==> src/rtl/mem_port_arbiter.sv <==
// Arbiter sharing one single-port memory between instruction fetch (read-only)
// and the memory stage (read/write), with fixed wait states and per-access done pulses.
module mem_port_arbiter #(
    parameter int DATA_WIDTH  = 16,
    parameter int ADDR_WIDTH  = 16,
    parameter int WAIT_STATES = 2
) (
    input  logic                  clock,
    input  logic                  reset,
    input  logic                  ifReq,
    input  logic [ADDR_WIDTH-1:0] ifAddr,
    output logic [DATA_WIDTH-1:0] ifData,
    output logic                  ifDone,
    input  logic                  memReq,
    input  logic                  memWrite,
    input  logic [ADDR_WIDTH-1:0] memAddr,
    input  logic [DATA_WIDTH-1:0] memWData,
    output logic [DATA_WIDTH-1:0] memRData,
    output logic                  memDone,
    output logic [ADDR_WIDTH-1:0] extAddr,
    output logic [DATA_WIDTH-1:0] extWData,
    output logic                  extRE,
    output logic                  extWE,
    input  logic [DATA_WIDTH-1:0] extRData,
    output logic                  busy
);

    typedef enum logic [1:0] {
        IDLE   = 2'd0,
        ACCESS = 2'd1,
        DONE   = 2'd2
    } state_t;

    localparam logic [3:0] WAIT_INIT = 4'(WAIT_STATES);

    state_t     state;
    state_t     state_next;
    logic       owner;        // 1 = MEM owns the current access, 0 = IF
    logic       last_grant;   // 1 = MEM was granted last
    logic       write;
    logic [3:0] count;
    logic       grant;
    logic       grant_mem;

    // In DONE only the non-owner may be granted, which gives back-to-back service without a bubble.
    always_comb begin
        state_next = state;
        grant      = 1'b0;
        grant_mem  = 1'b0;
        case (state)
            IDLE: begin
                if (ifReq || memReq) begin
                    grant     = 1'b1;
                    grant_mem = memReq && (!ifReq || !last_grant);
                end
            end
            ACCESS: begin
                if (count == 4'd0) begin
                    state_next = DONE;
                end
            end
            DONE: begin
                state_next = IDLE;
                if (owner ? ifReq : memReq) begin
                    grant     = 1'b1;
                    grant_mem = !owner;
                end
            end
            default: state_next = IDLE;
        endcase
        if (grant) begin
            state_next = ACCESS;
        end
    end

    always_ff @(posedge clock or posedge reset) begin
        if (reset) begin
            state      <= IDLE;
            owner      <= 1'b0;
            last_grant <= 1'b1;
            write      <= 1'b0;
            count      <= 4'd0;
            extAddr    <= '0;
            extWData   <= '0;
            ifData     <= '0;
            memRData   <= '0;
        end else begin
            state <= state_next;
            if (grant) begin
                owner      <= grant_mem;
                last_grant <= grant_mem;
                write      <= grant_mem && memWrite;
                extAddr    <= grant_mem ? memAddr : ifAddr;
                extWData   <= grant_mem ? memWData : '0;
                count      <= WAIT_INIT;
            end else if (state == ACCESS && count != 4'd0) begin
                count <= count - 4'd1;
            end
            // Read data is valid in the final access cycle only.
            if (state == ACCESS && count == 4'd0 && !write) begin
                if (owner) begin
                    memRData <= extRData;
                end else begin
                    ifData <= extRData;
                end
            end
        end
    end

    assign extRE   = (state == ACCESS) && !write;
    assign extWE   = (state == ACCESS) && write;
    assign ifDone  = (state == DONE) && !owner;
    assign memDone = (state == DONE) && owner;
    assign busy    = (state != IDLE);

endmodule

==> config.mk <==
export PLATFORM = sky130hd
export DESIGN_NAME = mem_port_arbiter
export DESIGN_NICKNAME = d
export VERILOG_FILES = /design/src/rtl/mem_port_arbiter.sv
export SDC_FILE = /design/constraint.sdc
export NUM_CORES = 1
export LEC_CHECK = 0
export CELL_PAD_IN_SITES_DETAIL_PLACEMENT = 1
export CELL_PAD_IN_SITES_GLOBAL_PLACEMENT = 1
export CORE_MARGIN = 2
export CORE_UTILIZATION = 34
export DETAILED_ROUTE_END_ITERATION = 7
export HOLD_SLACK_MARGIN = 0.08
export PLACE_DENSITY = 0.92
export SLEW_MARGIN = 20
export SYNTH_ARGS = -nofsm -noshare
export SYNTH_HDL_FRONTEND = slang
export SYNTH_SLANG_ARGS = --single-unit
==> constraint.sdc <==
create_clock -name clock -period 4.95 [get_ports clock]
set_input_delay 0.7425 -clock clock [delete_from_list [all_inputs] [get_ports clock]]
set_output_delay 0.7425 -clock clock [all_outputs]
set_load 0.01 [all_outputs]
==> metrics.csv <==
metric;value;unit
status;complete, no violations;
dieArea;0.00960;mm2
synth-seq-cells;73;
nNetsFinal;450;
wl;8360;um
netSwitchingFraction;33.9;%
num_antenna_cells;0;
cts_resized;0;
core;0.00864;mm2
power_frac_clock;16.2;%
regArea;0.00183;mm2
leakagePower;0.00199;uW
final_antenna_net_count;0;
fill_cells;896;
arrival;1.85;ns
first_pass_iters;4;
synth_flop_cell;dfrtp_1;
syn_inst;243;
grt_first_pass_wirelength;14000;um
ys_warn_count;0;
ff2ff_setup_slack;2.67;ns
synthTopCellsByArea;dfrtp_1 (60%), mux2_2 (12%), nand2_1 (5.0%);
p_per_area;621;mW/mm2
async_reset_ff_share;100;%
dpl.hpwl;6500;um
clkLatencyLatePin;0.34;ns
critPathKind;reg -> out;
crit-reg2reg-launch;count[0];
die-height;98.0;um
drv_cap;0;
synth_edf_count;0;
cp.required;4.21;ns
synth_area_per_cell;12.4;um2
r2r_cells;6;
clk_pin_slew;0.08;ns
layout-drive-gt1-share;15.4;%
grt_max_degree;48;
num_rows;34;
postCtsSetupBuffers;0;
tightest_slew;0.801;ns
seqPwrFrac;36.9;%
switching_power;985;uW
numClockSinks;73;
drv_slew;0;
cp-end-kind;primary output;
cp_slowest_stage_delay;0.57;ns
cts_max_level;3;
ctsHoldBuffers;0;
internal-power;1920;uW
vdd_drop_max;0.000230;V
synth_commonest_cells;dfrtp_1 (72), nand2_1 (40), mux2_2 (32);
r2r-end;ifData[10];
root_buffer;clkbuf_8;
cts_buffer_depth;2;
start_kind;flip-flop;
cts_tree;yes;
grt_pass1_vias;2737;
io_pins;138;
cp_slowest_cell;clkdlybuf4s50_1;
slew_headroom;46.6;%
period_needed;2.59;ns
crit_end;extWE;
grt.overflow.total;0;
hold_path_class;reg -> reg;
die_w;98.0;um
initial_utilization;34.8;%
synthesis.area;0.00300;mm2
wl_per_cell;17.0;um
grt_usage;18.5;%
synth_most_common_cell;dfrtp_1;
drc;0;
antenna_found_initial;0;
power_frac_comb;46.9;%
setup_viol;0;
syn_nets;314;
cp_max_fo;8;
place.gp.congestion;0.700;
ys_seq_area_share;60.9;%
pre_cts_ws;1.99;ns
skew;0.0144;ns
hold_viol_final;0;
synth.distinct_cells;33;
synth_top_area_share;60.0;%
io_buffers;137;
max_freq;386;MHz
rsz0062_at_grt;false;
setup_slack;2.36;ns
tns;0;ns
post-route-period-util;52.4;%
area_delta_synth_final;55.5;%
synth_top_area_cell;dfrtp_1;
vias;2393;
vias_per_cell;4.86;
numCtsBuffers;9;
multi_input_area;0.00108;mm2
path_cells;nor2b_1 > and2_1 > clkdlybuf4s50_1;
cp-startpoint;state[0];
first_iter_violations;33;
final cells by class:
cell class / instances / share of cell area [%]
clock inverter: 5 / 1.37
sequential: 73 / 39.1
tap: 108 / 2.89
clock buffer: 11 / 3.03
inverter: 3 / 0.268
timing repair buffer: 140 / 30.1
multi-input combinational: 152 / 23.2
critical path: cells and delay by family (launching register included):
| kind | cells | cell delay, ns |
|---|---|---|
| flip-flops | 1 | 0.50 |
| buffers and inverters | 1 | 0.57 |
| AND/OR/NAND/NOR | 2 | 0.46 |
registers in the layout, summed over array words and instances, names as in the netlist:
register,cells
extAddr,16
last_grant,1
count,4
state,2
ifData,16
extWData,16
memRData,16
write,1
owner,1
worst min-delay path by stage:
stage	slack, ns	depth (start not counted)	end	start
3_3_place_gp	0.45	2	last_grant	last_grant
2_1_floorplan	0.44	2	last_grant	last_grant
3_5_place_dp	0.46	2	last_grant	last_grant
6_report	0.47	2	last_grant	last_grant
5_1_grt	0.52	2	last_grant	last_grant
4_1_cts	0.47	2	last_grant	last_grant
placed cells by master (no fill, tap or decap), types with 2 or more instances in the layout:
cell	netlist	routed
a22o_1	17	17
a31oi_1	16	16
clkbuf_8	1	10
clkdlybuf4s50_1	0	137
clkinv_4	0	2
dfrtp_1	72	72
ha_1	2	2
inv_1	3	2
mux2_2	32	32
nand2_1	40	40
nand3_1	3	3
nor2_1	21	21
nor2b_1	2	2
xor2_1	2	2
power groups by stage:
stage	combinational [uW]	clock [uW]	sequential, uW
final	1360	469	1070
after global routing	1470	520	1110
after CTS	1390	488	1080
after detailed placement	1380	0	1080
after global placement	1300	0	1060
after floorplan	565	0	1150
stage by stage:
stage | instance area (um2) | power (uW) | hold WS, ns | instances | util [%]
floorplan | 3000 | 1710 | 0.439 | 243 | -
finish | 4670 | 2900 | 0.466 | 492 | 54.1
global placement | 4440 | 2360 | 0.452 | 474 | 51.4
CTS | 4660 | 2950 | 0.470 | 491 | 53.9
global route | 4670 | 3110 | 0.518 | 492 | 54.1
detailed placement | 4450 | 2470 | 0.459 | 475 | 51.6
logic make-up after synthesis:
group                    synth area share (%)
AND/OR/NAND/NOR                          12.5
flip-flops                               60.9
buffers and inverters                    3.29
multiplexers                             12.3
adder cells (fa/ha/maj)                 0.833
XOR/XNOR                                0.875
AO/OA/AOI/OAI                            9.25
per-layer routing:
layer	routed length [um]	up-vias	part of all wire, %	global-route usage [%]
met5	0	-	0	0
met4	88	0	1.1	5.45
met3	427	7	5.1	4.80
met2	4780	78	57	34.8
met1	3060	1195	37	20.4
li1	-	1113	-	-
Power figures use the tool's default switching activity.
